--- src/rtl/dpram_stream_pkg.sv ---
// Shared types and helpers for the dual-port RAM stream reader.
package dpram_stream_pkg;

  typedef enum logic [1:0] {IDLE, RUN, DRAIN, DONE} state_t;

  localparam int BUF_DEPTH = 2;

  // A new read may issue only if every word already owed to the buffer still fits.
  function automatic logic issue_credit(input logic [1:0] occ,
                                        input logic       inflight,
                                        input logic       pop);
    logic [2:0] pending;
    pending = {1'b0, occ} + {2'b00, inflight} - {2'b00, pop};
    return pending < 3'(BUF_DEPTH);
  endfunction

endpackage

--- src/rtl/stream_skid_fifo.sv ---
// Two-entry synchronous FIFO holding {last,data} words returned from the RAM.
module stream_skid_fifo
  import dpram_stream_pkg::*;
#(
  parameter int WIDTH = 33
) (
  input  logic             clk,
  input  logic             rst,
  input  logic             push,
  input  logic [WIDTH-1:0] wdata,
  input  logic             pop,
  output logic [WIDTH-1:0] rdata,
  output logic             full,
  output logic             empty,
  output logic [1:0]       occ
);

  logic [WIDTH-1:0] mem_q [BUF_DEPTH];
  logic             wr_ptr_q;
  logic             rd_ptr_q;
  logic [1:0]       occ_q;
  logic             do_push;
  logic             do_pop;

  assign full    = (occ_q == 2'd2);
  assign empty   = (occ_q == 2'd0);
  assign occ     = occ_q;
  assign rdata   = mem_q[rd_ptr_q];
  assign do_pop  = pop && !empty;
  assign do_push = push && (!full || do_pop);

  always_ff @(posedge clk) begin
    if (rst) begin
      // NOTE: the storage is reset as well so the head reads zero straight out of reset.
      for (int i = 0; i < BUF_DEPTH; i++) mem_q[i] <= '0;
      wr_ptr_q <= 1'b0;
      rd_ptr_q <= 1'b0;
      occ_q    <= 2'd0;
    end else begin
      // NOTE: non-blocking assignments so every register samples pre-edge values.
      if (do_push) begin
        mem_q[wr_ptr_q] <= wdata;
        wr_ptr_q        <= ~wr_ptr_q;
      end
      if (do_pop) rd_ptr_q <= ~rd_ptr_q;
      unique case ({do_push, do_pop})
        2'b10:   occ_q <= occ_q + 2'd1;
        2'b01:   occ_q <= occ_q - 2'd1;
        default: occ_q <= occ_q;
      endcase
    end
  end

endmodule

--- src/rtl/dpram_stream_reader.sv ---
// Burst read initiator: issues RAM reads and re-times the registered data as a stream.
module dpram_stream_reader
  import dpram_stream_pkg::*;
#(
  parameter int ADDR_WIDTH = 10,
  parameter int DATA_WIDTH = 32
) (
  input  logic                  clk,
  input  logic                  rst,
  input  logic                  cmd_valid,
  output logic                  cmd_ready,
  input  logic [ADDR_WIDTH-1:0] cmd_addr,
  input  logic [ADDR_WIDTH:0]   cmd_len,
  output logic                  ram_ren,
  output logic [ADDR_WIDTH-1:0] ram_raddr,
  input  logic [DATA_WIDTH-1:0] ram_rdata,
  output logic                  out_valid,
  input  logic                  out_ready,
  output logic [DATA_WIDTH-1:0] out_data,
  output logic                  out_last,
  output logic                  done
);

  state_t                state_q, state_d;
  logic [ADDR_WIDTH-1:0] addr_q;
  logic [ADDR_WIDTH:0]   rem_q;
  logic                  inflight_q;
  logic                  inflight_last_q;
  logic                  issue;
  logic                  pop;
  logic                  fifo_full;
  logic                  fifo_empty;
  logic [1:0]            fifo_occ;
  logic                  last_issue;

  assign pop        = out_valid && out_ready;
  assign last_issue = (rem_q == (ADDR_WIDTH+1)'(1));
  assign issue      = (state_q == RUN) && (rem_q != '0) &&
                      issue_credit(fifo_occ, inflight_q, pop);
  assign ram_ren    = issue;
  assign ram_raddr  = addr_q;
  assign cmd_ready  = (state_q == IDLE);
  assign done       = (state_q == DONE);
  assign out_valid  = !fifo_empty;

  always_comb begin
    // NOTE: default first so no path through the case leaves state_d unassigned (no latch).
    state_d = state_q;
    unique case (state_q)
      IDLE:    if (cmd_valid) state_d = (cmd_len == '0) ? DONE : RUN;
      RUN:     if (issue && last_issue) state_d = DRAIN;
      DRAIN:   if (pop && out_last) state_d = DONE;
      DONE:    state_d = IDLE;
      default: state_d = IDLE;
    endcase
  end

  always_ff @(posedge clk) begin
    if (rst) state_q <= IDLE;
    else     state_q <= state_d;
  end

  always_ff @(posedge clk) begin
    if (rst) begin
      addr_q          <= '0;
      rem_q           <= '0;
      inflight_q      <= 1'b0;
      inflight_last_q <= 1'b0;
    end else begin
      if (cmd_valid && cmd_ready) begin
        addr_q <= cmd_addr;
        rem_q  <= cmd_len;
      end else if (issue) begin
        addr_q <= addr_q + ADDR_WIDTH'(1);
        rem_q  <= rem_q - (ADDR_WIDTH+1)'(1);
      end
      // Reset clears this flag, so a word returning after rst is never pushed.
      inflight_q      <= issue;
      inflight_last_q <= issue && last_issue;
    end
  end

  stream_skid_fifo #(
    .WIDTH (DATA_WIDTH + 1)
  ) u_fifo (
    .clk   (clk),
    .rst   (rst),
    .push  (inflight_q),
    .wdata ({inflight_last_q, ram_rdata}),
    .pop   (pop),
    .rdata ({out_last, out_data}),
    .full  (fifo_full),
    .empty (fifo_empty),
    .occ   (fifo_occ)
  );

  // The credit rule means a returning word never meets a full buffer without a pop.
  assert property (@(posedge clk) disable iff (rst) !(fifo_full && inflight_q && !pop));

endmodule

--- config.mk ---
export PLATFORM = sky130hd
export DESIGN_NAME = dpram_stream_reader
export DESIGN_NICKNAME = d
export VERILOG_FILES = /design/src/rtl/dpram_stream_pkg.sv /design/src/rtl/stream_skid_fifo.sv /design/src/rtl/dpram_stream_reader.sv
export SDC_FILE = /design/constraint.sdc
export NUM_CORES = 1
export LEC_CHECK = 0
export ABC_AREA = 1
export BUFFER_PORTS_ARGS = -buffer_cell sky130_fd_sc_hd__clkbuf_2
export CORE_MARGIN = 2
export CORE_UTILIZATION = 55
export DETAILED_ROUTE_END_ITERATION = 12
export PLACE_DENSITY = 0.8
export SYNTH_ARGS = -nofsm -noshare
export SYNTH_HDL_FRONTEND = slang
export SYNTH_SLANG_ARGS = --single-unit
--- constraint.sdc ---
create_clock -name clk -period 6.9 [get_ports clk]
set_clock_uncertainty 0.15 [all_clocks]
set_input_delay 1.035 -clock clk [delete_from_list [all_inputs] [get_ports clk]]
set_output_delay 1.035 -clock clk [all_outputs]
set_load 0.01 [all_outputs]
==> flow_summary.yaml, run 1 <==
floorplan:
  die_area_mm2: 0.00958
  design.core.area_mm2: 0.00864
  io_pins: 104
  die_w_um: 97.9
  initial_utilization: 0.562
  die_h_um: 97.9
  placementRows: 34
placed_design:
  place_ws_ns: 2.89
  dp_cells: 720
  port_buffers: 103
  gp_congestion: 0.892
  dp_hpwl_mm: 6.82
cts:
  clk_pin_slew_ns: 0.10
  postCtsResizedCells: 0
  cts_buffers: 9
  max-clock-path-buffers: 2
  post_cts_buffers: 0
  clock_latency_ns: 0.36
  cts_tree: "yes"
  clockRootBuffer: "clkbuf_8"
  clkSinkCount: 96
  cts_hold_buffers: 0
  htreeDepth: 3
timing:
  worstMarginPinSlew_ns: 0.651
  rsz0062_at_grt: "false"
  finalSetupViolCount: 0
  hold_viol: 0
  fin_ws_ns: 2.88
  fin_crit_sh: 0.583
  max_freq_mhz: 249
  final_max_slew_viol_count: 0
  period_needed_ns: 4.02
  maxSlewHeadroom: 0.566
  setup_tns_ns: 0
cells_and_area:
  nets: 691
  area_growth_pct: 15.9
  drive_gt1_frac: 0.301
  final_common_cell: "clkbuf_2"
  antenna_cells: 0
  final_cells: 736
  fillers: 737
  layout_common_cells: "103 x clkbuf_2, 96 x nor2_1, 84 x nand2_1"
detailed_routing:
  drc: 0
  ant_nets: 0
  via_per_inst: 5.23
  wl_per_cell_um: 13.6
  num_vias: 3846
  drt-total-wl_mm: 10.0
  dr.pass1.iters: 5
  drtIter0Drc: 195
power_and_ir_drop:
  power.leakage_nw: 2.63
  swShare: 0.404
  p_sw_w: 0.000794
  seqPwrFrac: 0.404
  power.share.combinational: 0.417
  power_density_mw_per_mm2: 349
  irDropWorstVdd_uv: 257
  internal_power_w: 0.00117
  p_clk_frac: 0.178
yosys:
  netlist_instances: 522
  netlist_area_mm2: 0.00485
  synth-seq-cells: 96
  synth_nets: 590
  syn_area_per_cell_um2: 9.29
  yosysSeqAreaShare: 0.533
  ys_types: 33
  yosysWarnings: 0
setup_path:
  crit_type: "primary input to output pin"
  path_max_fanout: 6
  cp-end-kind: "output pin"
  required_ns: 5.71
  r2r-start: "u_fifo.occ[1]"
  startpoint: "out_ready"
  worst_setup_path_start_kind: "primary input"
  critical_path_arrival_ns: 2.84
  reg2reg_depth: 14
global_route:
  antenna_found_initial: 0
  grt_use_total: 0.215
  grt_pass1_vias: 3720
  grt_max_degree: 36
  grt_overflow_total: 0
  grt_pass1_wl_mm: 16.8
worst_hold_path:
  holdCritPathClass: "register to register"
  min-delay-start: "u_fifo.rd_ptr_q"
  hold_path_depth: 1
outcome:
  status: "completed"
job:
  max-cap-violations: 0
-- kinds of logic after synthesis --
group / share of synthesized area
buffers and inverters: 0.0753
XOR/XNOR: 0.0108
multiplexers: 0.0743
flip-flops: 0.533
AO/OA/AOI/OAI: 0.0614
adder cells (fa/ha/maj): 0.0299
AND/OR/NAND/NOR: 0.216
-- critical path, stage by stage --
cell and delay (ns):
clkbuf_2 0.08, inv_1 0.05, a21oi_2 0.23, ha_1 0.28
inv_1 0.05, nand2_1 0.05, fa_1 0.52, nand4_1 0.11
nor2_2 0.25, clkbuf_2 0.18
-- sequential cells by signal (all words and copies together) (netlist names), named ones only --
| register | cells |
|---|---|
| u_fifo.occ | 2 |
| rem_q | 11 |
| state_q | 2 |
| u_fifo.rd_ptr_q | 1 |
| u_fifo.wr_ptr_q | 1 |
| ram_raddr | 10 |
| inflight_q | 1 |
| inflight_last_q | 1 |
| u_fifo.mem_q | 66 |
-- worst paths after layout --
check	endpoint	slack (ns)
setup / recovery	ram_ren	2.88
hold / removal	u_fifo.rd_ptr_q	0.33
setup reg to reg	rem_q[5]	4.11
hold reg to reg	u_fifo.rd_ptr_q	0.33
-- Yosys cell counts --
| library cell | number | share of area |
|---|---|---|
| a21oi_1 | 19 | 0.020 |
| a21oi_2 | 8 | 0.014 |
| a22oi_2 | 1 | 0.0026 |
| buf_12 | 1 | 0.0041 |
| buf_2 | 11 | 0.011 |
| buf_4 | 1 | 0.0015 |
| clkbuf_1 | 5 | 0.0039 |
| clkinv_1 | 1 | 0.00077 |
| dfxtp_1 | 30 | 0.12 |
| edfxtp_1 | 66 | 0.41 |
| fa_1 | 1 | 0.0041 |
| ha_1 | 10 | 0.026 |
| inv_1 | 66 | 0.051 |
| inv_2 | 1 | 0.00077 |
| inv_6 | 1 | 0.0018 |
| mux2_2 | 32 | 0.074 |
| nand2_1 | 84 | 0.065 |
| nand2_2 | 10 | 0.013 |
| nand2_4 | 1 | 0.0023 |
| nand2_8 | 1 | 0.0041 |
| nand3_1 | 29 | 0.030 |
| nand3b_1 | 2 | 0.0031 |
| nand4_1 | 3 | 0.0039 |
| nor2_1 | 96 | 0.074 |
| nor2_2 | 5 | 0.0064 |
| nor2_4 | 4 | 0.0093 |
| nor3_1 | 3 | 0.0031 |
| o21ai_0 | 20 | 0.021 |
| o21ai_1 | 1 | 0.0010 |
| o21bai_1 | 2 | 0.0031 |
| or2_2 | 1 | 0.0013 |
| xnor2_1 | 2 | 0.0036 |
| xor2_1 | 4 | 0.0072 |
-- power groups by stage --
| stage | Combinational [W] | Clock [W] | Sequential (W) |
|---|---|---|---|
| 2_1_floorplan | 0.000629 | 0 | 0.000797 |
| 3_3_place_gp | 0.000797 | 0 | 0.000800 |
| 3_5_place_dp | 0.000815 | 0 | 0.000806 |
| 4_1_cts | 0.000820 | 0.000355 | 0.000793 |
| 5_1_grt | 0.000919 | 0.000379 | 0.000805 |
| 6_report | 0.000819 | 0.000350 | 0.000794 |
-- per-layer routing --
layer  global-route usage  routed length (um)
met1                0.283                4400
met2                0.365                4900
met5                    0                   0
met3               0.0315                 573
met4               0.0726                 134
-- through the flow --
step	instance area (um^2)	power [W]	util	hold slack, ns
3_3_place_gp	5440	0.00160	0.630	0.293
6_report	5620	0.00196	0.651	0.334
2_1_floorplan	4850	0.00143	-	0.276
4_1_cts	5620	0.00197	0.651	0.321
5_1_grt	5620	0.00210	0.651	0.367
3_5_place_dp	5440	0.00162	0.630	0.298
-- area by class of cell --
| class | instances | area [um^2] | area share |
|---|---|---|---|
| Multi-Input combinational cell | 339 | 1900 | 0.338 |
| Inverter | 69 | 264 | 0.0470 |
| Clock buffer | 9 | 124 | 0.0220 |
| Tap cell | 108 | 135 | 0.0240 |
| Sequential cell | 96 | 2580 | 0.460 |
| Clock inverter | 7 | 58.8 | 0.0105 |
| Timing Repair Buffer | 108 | 553 | 0.0984 |
(Power assumes the default switching activity.)
==> inputs of run 2 (changes only) <==
- clock period: 6.9 -> 3.8 ns (I/O delays scaled with it)
==> run 2 against run 1 <==
Net effect: first-iteration DRC count down 24%; via count shrank 3.6%; sequential share of layout area decreased by 0.29 points; critical path type is now register to output pin; wire length is 1.5% lower; clock power grew 97%; worst setup slack got worse by 2.4 ns.
==> flow_summary.yaml, run 2 (same netlist as run 1, synthesis figures left out) <==
cells_and_area:
  final_cells: 738
  antenna_cells: 0
  nets: 693
  drive_gt1_frac: 0.302
  area_growth_pct: 16.6
  layout_common_cells: "103 x clkbuf_2, 96 x nor2_1, 84 x nand2_1"
  final_common_cell: "clkbuf_2"
  largest_reg_flops: 66
  regMostFlops: "u_fifo.mem_q"
cts:
  clock_latency_ns: 0.36
  cts_hold_buffers: 0
  htreeDepth: 3
  cts_buffers: 9
  clkSinkCount: 96
  clockRootBuffer: "clkbuf_8"
  clk_pin_slew_ns: 0.10
  post_cts_buffers: 0
  postCtsResizedCells: 0
  max-clock-path-buffers: 2
  cts_tree: "yes"
detailed_routing:
  drc: 0
  dr.pass1.iters: 5
  ant_nets: 0
  drtIter0Drc: 148
  via_per_inst: 5.02
  drt-total-wl_mm: 9.85
  num_vias: 3707
  wl_per_cell_um: 13.4
placed_design:
  place_ws_ns: 0.741
  port_buffers: 103
  gp_congestion: 0.829
  dp_hpwl_mm: 6.85
  dp_cells: 722
timing:
  max_freq_mhz: 304
  setup_tns_ns: 0
  period_needed_ns: 3.29
  fin_ws_ns: 0.506
  worstMarginPinSlew_ns: 0.621
  final_max_slew_viol_count: 0
  maxSlewHeadroom: 0.585
  fin_crit_sh: 0.867
  hold_viol: 0
  finalSetupViolCount: 0
  rsz0062_at_grt: "false"
  holdWs_ns: 0.311
global_route:
  grt_overflow_total: 0
  met2_usage: 0.369
  use_met3: 0.0494
  grt_pass1_vias: 3677
  grt_pass1_wl_mm: 16.7
  grt_max_degree: 35
  grt_use_total: 0.215
  antenna_found_initial: 0
  met1_usage: 0.275
  grt.busiest_layer: "met2"
floorplan:
  die_area_mm2: 0.00958
  placementRows: 34
  io_pins: 104
  die_h_um: 97.9
  design.core.area_mm2: 0.00864
  initial_utilization: 0.562
  die_w_um: 97.9
outcome:
  status: "completed"
worst_hold_path:
  holdCritPathClass: "register to register"
job:
  max-cap-violations: 0
power_and_ir_drop:
  power_w: 0.00361
  irDropWorstVdd_uv: 395
  p_clk_frac: 0.192
  power.leakage_nw: 2.64
  internal_power_w: 0.00220
  swShare: 0.390
  seqPwrFrac: 0.400
  p_sw_w: 0.00140
  power_density_mw_per_mm2: 638
  power.share.combinational: 0.408
setup_path:
  worst_setup_path_start_kind: "register"
  cpMaxStageDelayCell: "fa_1"
  cp-end-kind: "output pin"
  path_max_fanout: 6
  crit_buf_inv: 3
  crit_chain: "inv_1 -> a21oi_2 -> ha_1 -> inv_1 -> nand2_1 -> fa_1 -> nand4_1 -> nor2_2 -> clkbuf_2"
  crit_top_cell: "inv_1"
  required_ns: 3.08
  crit_type: "register to output pin"
  slowest_delay_ns: 0.51
  critPathTopFamily: "adder cells"
  critical_path_arrival_ns: 2.57
-- run 2: cell count changes in the layout (fill, tap and decap cells not counted) --
cell	change
buf_4	+2
bufinv_16	+1
clkbuf_1	+1
clkbuf_8	+1
clkinv_2	-1
clkinv_4	-1
clkinvlp_4	+1
inv_6	-1
inv_8	-1
-- run 2: metrics by stage --
stage               instance area (um^2)   util
floorplan                           4850      -
global placement                    5450  0.631
detailed placement                  5450  0.631
CTS                                 5660  0.655
global route                        5660  0.655
finish                              5660  0.655
-- run 2: layout make-up --
| type | count | area [um^2] |
|---|---|---|
| Tap cell | 108 | 135 |
| Clock inverter | 5 | 62.6 |
| Multi-Input combinational cell | 339 | 1900 |
| Fill cell | 724 | 2980 |
| Timing Repair Buffer | 110 | 568 |
| Clock buffer | 11 | 141 |
| Sequential cell | 96 | 2580 |
| Inverter | 69 | 264 |
-- run 2: path summary, 6_finish.rpt --
kind	from	end	slack, ns	cells past startpoint
min reg2reg	u_fifo.rd_ptr_q	u_fifo.rd_ptr_q	0.31	1
max reg2reg	u_fifo.occ[1]	rem_q[9]	1.11	14
min	u_fifo.rd_ptr_q	u_fifo.rd_ptr_q	0.31	1
max	u_fifo.occ[1]	ram_ren	0.51	9
-- run 2: per-layer routing --
metal / up-vias / wire length [um]
met1: 1714 / 4340
met3: 8 / 591
met2: 96 / 4840
met5: - / 0
li1: 1889 / -
met4: 0 / 75
-- run 2: power groups by stage --
stage                     logic [W]  registers (W)  clock network, W
final                       0.00147        0.00144          0.000691
after global routing        0.00167        0.00147          0.000748
after CTS                   0.00149        0.00144          0.000701
after detailed placement    0.00148        0.00146                 0
after global placement      0.00145        0.00145                 0
after floorplan             0.00114        0.00145                 0
-- run 2: worst register-to-register path, delay by kind of cell (launching register included) --
kind,cells,cell delay [ns]
buffers and inverters,3,0.22
DFF,1,0.41
adders and majority gates,2,0.78
and+or+nand+nor,8,0.82
AOI/OAI and AO/OA,1,0.25
